===== src/rtl/ctrl_sequencer.sv =====
// Stateful control decoder: instruction decode, multi-word register load, memory-wait stalls, sticky halt.
// Optional feature macro: CTRL_PERF_CNT_EN adds perf_instr / perf_stall counters.
module ctrl_sequencer #(
    parameter int unsigned IW          = 9,
    parameter int unsigned LOAD_WORDS  = 1,
    parameter int unsigned MEM_LAT     = 0,
    parameter int unsigned MEM_TIMEOUT = 255
) (
    input  logic          Clk,
    input  logic          Reset,
    input  logic [IW-1:0] Instruction,
    input  logic          instr_valid,
    input  logic          mem_ready,
    output logic          Immediate,
    output logic          RegSet,
    output logic          BranchEn,
    output logic          ConditionBranch,
    output logic          Halt,
    output logic          Shift,
    output logic          RDX,
    output logic          MemToReg,
    output logic          RegWriteEn,
    output logic          MemWriteEn,
    output logic          Inc,
    output logic          LoadWord,
    output logic [3:0]    LoadIdx,
    output logic          Stall,
    output logic          Halted,
    output logic          MemErr
`ifdef CTRL_PERF_CNT_EN
    ,
    output logic [31:0]   perf_instr,
    output logic [31:0]   perf_stall
`endif
);

    localparam int unsigned WAIT_W    = (MEM_TIMEOUT < 2) ? 1 : $clog2(MEM_TIMEOUT + 1);
    localparam logic [2:0]  OPC_LOAD  = 3'b000;
    localparam logic [2:0]  OPC_STORE = 3'b001;
    localparam logic [2:0]  OPC_ADD   = 3'b010;
    localparam logic [2:0]  OPC_SUB   = 3'b011;
    localparam logic [2:0]  OPC_XOR   = 3'b100;
    localparam logic [2:0]  OPC_CMP   = 3'b101;
    localparam logic [2:0]  OPC_LSH   = 3'b110;
    localparam logic [2:0]  OPC_BR    = 3'b111;
    localparam logic [3:0]  LOAD_LAST = 4'(LOAD_WORDS - 1);
    localparam logic [WAIT_W-1:0] WAIT_LAST = WAIT_W'(MEM_TIMEOUT - 1);
    localparam bit          MEM_STALL = (MEM_LAT != 0);

    typedef enum logic [1:0] {
        S_RUN,
        S_LOADREG,
        S_MEMWAIT,
        S_HALTED
    } state_t;

    state_t            r_state;
    state_t            w_state_next;
    logic [3:0]        r_load_idx;
    logic [3:0]        w_load_idx_next;
    logic [WAIT_W-1:0] r_wait_cnt;
    logic [WAIT_W-1:0] w_wait_cnt_next;
    logic              r_mem_store;
    logic              w_mem_store_next;
    logic              r_mem_err;
    logic              w_mem_err_next;

    logic [2:0] w_opcode;
    logic [2:0] w_sub;
    logic       w_special;
    logic       w_cond;
    logic       w_active;
    logic       w_is_load;
    logic       w_is_store;
    logic       w_is_lsh;
    logic       w_is_br;
    logic       w_inc;
    logic       w_shift;
    logic       w_halt;
    logic       w_regset;

    // Raw field decode; gating by state and validity happens in the FSM.
    assign w_opcode   = Instruction[IW-1:IW-3];
    assign w_sub      = Instruction[IW-4:IW-6];
    assign w_special  = ~|Instruction[IW-6:0];
    assign w_cond     = Instruction[IW-4];
    assign w_active   = instr_valid & ~Reset;
    assign w_is_load  = (w_opcode == OPC_LOAD);
    assign w_is_store = (w_opcode == OPC_STORE);
    assign w_is_lsh   = (w_opcode == OPC_LSH);
    assign w_is_br    = (w_opcode == OPC_BR);
    assign w_inc      = (w_opcode == OPC_CMP) & (w_sub == 3'b111);
    assign w_shift    = w_is_br & ~w_cond & w_special;
    assign w_halt     = w_is_br & w_cond & w_special;
    assign w_regset   = w_is_lsh & (w_sub == 3'b111);

    always_ff @(posedge Clk) begin
        if (Reset) begin
            r_state     <= S_RUN;
            r_load_idx  <= 4'd0;
            r_wait_cnt  <= '0;
            r_mem_store <= 1'b0;
            r_mem_err   <= 1'b0;
        end else begin
            r_state     <= w_state_next;
            r_load_idx  <= w_load_idx_next;
            r_wait_cnt  <= w_wait_cnt_next;
            r_mem_store <= w_mem_store_next;
            r_mem_err   <= w_mem_err_next;
        end
    end

    always_comb begin
        Immediate        = 1'b0;
        RegSet           = 1'b0;
        BranchEn         = 1'b0;
        ConditionBranch  = 1'b0;
        Halt             = 1'b0;
        Shift            = 1'b0;
        RDX              = 1'b0;
        MemToReg         = 1'b0;
        RegWriteEn       = 1'b0;
        MemWriteEn       = 1'b0;
        Inc              = 1'b0;
        LoadWord         = 1'b0;
        Stall            = 1'b0;
        w_state_next     = r_state;
        w_load_idx_next  = r_load_idx;
        w_wait_cnt_next  = r_wait_cnt;
        w_mem_store_next = r_mem_store;
        w_mem_err_next   = r_mem_err;

        // Bubbles and reset freeze everything and silence all strobes.
        if (w_active) begin
            unique case (r_state)
                S_RUN: begin
                    Immediate       = w_is_lsh & (w_sub != 3'b110);
                    RDX             = w_is_lsh & (w_sub == 3'b110);
                    RegSet          = w_regset;
                    Inc             = w_inc;
                    ConditionBranch = w_cond;
                    BranchEn        = w_is_br & ~w_special;
                    Halt            = w_halt;
                    Shift           = w_shift;
                    MemToReg        = w_is_load;
                    MemWriteEn      = w_is_store;
                    RegWriteEn      = w_is_load | w_is_lsh | w_inc | w_shift
                                    | (w_opcode == OPC_ADD) | (w_opcode == OPC_SUB)
                                    | (w_opcode == OPC_XOR);
                    if (w_regset) begin
                        w_state_next    = S_LOADREG;
                        w_load_idx_next = 4'd0;
                    end else if (w_halt) begin
                        w_state_next = S_HALTED;
                    end else if (MEM_STALL && (w_is_load | w_is_store) && !mem_ready) begin
                        Stall            = 1'b1;
                        RegWriteEn       = 1'b0;
                        w_state_next     = S_MEMWAIT;
                        w_wait_cnt_next  = '0;
                        w_mem_store_next = w_is_store;
                    end
                end
                S_LOADREG: begin
                    LoadWord = 1'b1;
                    if (r_load_idx == LOAD_LAST) begin
                        w_state_next    = S_RUN;
                        w_load_idx_next = 4'd0;
                    end else begin
                        w_load_idx_next = r_load_idx + 4'd1;
                    end
                end
                S_MEMWAIT: begin
                    MemWriteEn = r_mem_store;
                    MemToReg   = ~r_mem_store;
                    if (mem_ready) begin
                        RegWriteEn   = ~r_mem_store;
                        w_state_next = S_RUN;
                    end else begin
                        Stall = 1'b1;
                        if (r_wait_cnt == WAIT_LAST) begin
                            w_mem_err_next = 1'b1;
                            w_state_next   = S_HALTED;
                        end else begin
                            w_wait_cnt_next = r_wait_cnt + WAIT_W'(1);
                        end
                    end
                end
                S_HALTED: begin
                    w_state_next = S_HALTED;
                end
                default: begin
                    w_state_next = S_RUN;
                end
            endcase
        end
    end

    assign LoadIdx = r_load_idx;
    assign Halted  = (r_state == S_HALTED);
    assign MemErr  = r_mem_err;

`ifdef CTRL_PERF_CNT_EN
    logic        w_retire;
    logic [31:0] r_perf_instr;
    logic [31:0] r_perf_stall;

    // An instruction retires when decoded in RUN without stalling, or when its memory wait completes.
    assign w_retire = w_active & (((r_state == S_RUN) & ~Stall)
                                | ((r_state == S_MEMWAIT) & mem_ready));

    always_ff @(posedge Clk) begin
        if (Reset) begin
            r_perf_instr <= 32'd0;
            r_perf_stall <= 32'd0;
        end else if (r_state != S_HALTED) begin
            r_perf_instr <= r_perf_instr + 32'(w_retire);
            r_perf_stall <= r_perf_stall + 32'(Stall);
        end
    end

    assign perf_instr = r_perf_instr;
    assign perf_stall = r_perf_stall;
`endif

endmodule


===== config.mk =====
export PLATFORM = sky130hd
export DESIGN_NAME = ctrl_sequencer
export DESIGN_NICKNAME = d
export VERILOG_FILES = /design/src/rtl/ctrl_sequencer.sv
export SDC_FILE = /design/constraint.sdc
export NUM_CORES = 1
export LEC_CHECK = 0
export CORE_AREA = 2 2 49 51
export DETAILED_ROUTE_END_ITERATION = 8
export DIE_AREA = 0 0 51 53
export HOLD_SLACK_MARGIN = 0.15
export PLACE_DENSITY = 0.89
export REMOVE_ABC_BUFFERS = 1
export SLEW_MARGIN = 0
export SYNTH_ARGS = -nofsm -noshare
export SYNTH_HDL_FRONTEND = slang
export SYNTH_SLANG_ARGS = --single-unit

===== constraint.sdc =====
create_clock -name Clk -period 2.66 [get_ports Clk]
set_input_delay 0.532 -clock Clk [delete_from_list [all_inputs] [get_ports Clk]]
set_output_delay 0.532 -clock Clk [all_outputs]
set_load 0.01 [all_outputs]

==> out/results.ini <==
[outcome]
outcome=completed

[finish]
final_cell_count_no_fill=201
num-nets-final=191
post-route-util_pct=70.1
final_common_cell=buf_4
most-common-layout-cells=19 x buf_4, 17 x clkdlybuf4s50_1, 15 x dfxtp_1
syn_to_final_growth_pct=48.9
antenna_cells=0
nFillCells=172
fin_area_mm2=0.00151
drive_gt1_share_pct=19.7

[global_route]
grt_max_degree=15
grt_pass1_wl_um=4660
track_usage_pct=22.6
antenna_found_initial=0
gr-total-overflow=0
grt_pass1_vias=1116

[synthesis]
synthCells=123
synth_top_cell_area_share_pct=29.7
syn_area_mm2=0.00101
ys_ff_latch=15
avgSynthCellArea_um2=8.22
yosysSeqAreaShare_pct=29.7
ys_types=40
synth_area_leaders=dfxtp_1 30%, and2_1 5.0%, ha_1 5.0%
yosys.area.top_type=dfxtp_1
yosys_warnings=0

[worst_setup_path]
crit_path_start_kind=primary input
worstPathRequired_ns=2.13
path_max_fanout=14
critPathKind=in -> out
cp_data_arrival_time_ns=2.04
critPathCaptureType=output pin

[timing]
slew_headroom_pct=70.0
period_share_pct=96.5
fin_skew_ns=0.00545
slew_viol_final=0
setup_ws_ns=0.0921
fin_crit_ns=2.57
fmax_ghz=0.389
finalHoldViolCount=0
whs_ns=0.490
fin_setup_tns_ns=0
tightest_slew_ns=0.450
setup_violations=0

[placement]
gp_congestion=0.833
dp_slack_ns=-0.271
io_buffers=31
dpl-instance-area_mm2=0.00148
hpwl_um=2210
placed_cells=196

[route]
via_per_inst=5.64
wl_per_cell_um=13.7
first_iter_violations=13
wl_um=2760
route.detailed.drc=0
ant_nets=0
vias=1134
dr.pass1.iters=4

[power_and_ir_drop]
p_per_area_mw_per_mm2=286
power.total_mw=0.431
cellLeakagePower_nw=0.617
peakVddDrop_uv=180

[run]
drv_cap=0

[floorplanning]
die_h_um=53
die_area_mm2=0.00270
io_pins=32
core_area_mm2=0.00215
initial_core_util_pct=47.1
die_w_um=51
num_rows=17

[clocking]
clkTransAtPathRegs_ns=0.09
cts_buffer_depth=2
root_buffer=clkbuf_4
cts-htree-levels=1
cts_sinks=15
numCtsBuffers=3
insertion_delay_ns=0.29
tritoncts=built

[hold_path]
hp-class=reg -> reg

## report_power, final
group,switching [mW],internal (mW),total [mW]
logic,0.0336,0.0395,0.0731
clock network,0.0771,0.0559,0.133
registers,0.000440,0.225,0.225
total,0.111,0.320,0.431
## cell usage after synthesis (all sizes together)
cell type / count
a211oi: 1
a21oi: 5
a311o: 1
a311oi: 2
a41oi: 1
and2: 8
and2b: 1
and4: 1
buf: 1
clkbuf: 3
dfxtp: 15
ha: 4
inv: 7
mux2i: 2
nand2: 8
nand2b: 3
nand3: 5
nand3b: 1
nand4: 5
nor2: 11
nor2b: 3
nor3: 10
nor3b: 2
nor4: 2
o2111ai: 1
o211ai: 2
o21a: 3
o2bb2ai: 1
o311ai: 3
o31ai: 3
o41ai: 2
or4: 2
xnor2: 3
xor2: 1
## kinds of logic after synthesis
| logic type | Yosys count | synth area share (%) |
|---|---|---|
| AND/OR/NAND/NOR | 62 | 35.9 |
| AO/OA/AOI/OAI | 25 | 19.8 |
| flip-flops | 15 | 29.7 |
| buffers and inverters | 11 | 4.21 |
| XOR/XNOR | 4 | 3.47 |
| adder cells (fa/ha/maj) | 4 | 4.95 |
| multiplexers | 2 | 1.98 |
## layer usage
layer	vias up	wire, um	GRT usage (%)
li1	566	-	-
met1	529	1110	23.5
met2	33	1420	43.7
met3	6	175	5.08
met4	0	52	8.56
met5	-	0	0
## critical path, stage by stage
cell and delay (ns):
clkdlybuf4s50_1 0.42, buf_4 0.20, inv_1 0.08, and2_1 0.14, o21a_1 0.12, clkdlybuf4s50_1 0.54
## cell type report
cell class / instances / area, um2 / area share (%)
Timing Repair Buffer: 50 / 429 / 28.5
Sequential cell: 15 / 300 / 20.0
Multi-Input combinational cell: 97 / 687 / 45.6
Clock inverter: 1 / 5.00 / 0.333
Tap cell: 28 / 35.0 / 2.33
Clock buffer: 3 / 22.5 / 1.50
Inverter: 7 / 26.3 / 1.75
## path summary, 6_finish.rpt
check | startpoint | endpoint | slack [ns] | cells after the start
worst max-delay path | Reset | MemToReg | 0.09 | 6
worst min-delay path | r_wait_cnt[7] | r_wait_cnt[7] | 0.49 | 1
worst max register to register | r_state[1] | r_wait_cnt[5] | 0.78 | 5
worst min register to register | r_wait_cnt[7] | r_wait_cnt[7] | 0.49 | 1
## state kept, by name, indices dropped and copies added, names as in the netlist
signal	count
MemErr	1
LoadIdx	4
r_state	2
r_wait_cnt	8
## timing repair
action / CTS / global route
endpoints found under the hold margin: 0 / 0
hold buffers: 0 / 0
pin swaps: 2 / 2
endpoints found under the setup margin: 11 / 7
setup buffers: 1 / 0
gates resized for setup: 16 / 10
No activity file was read; power rests on OpenSTA's default activity.
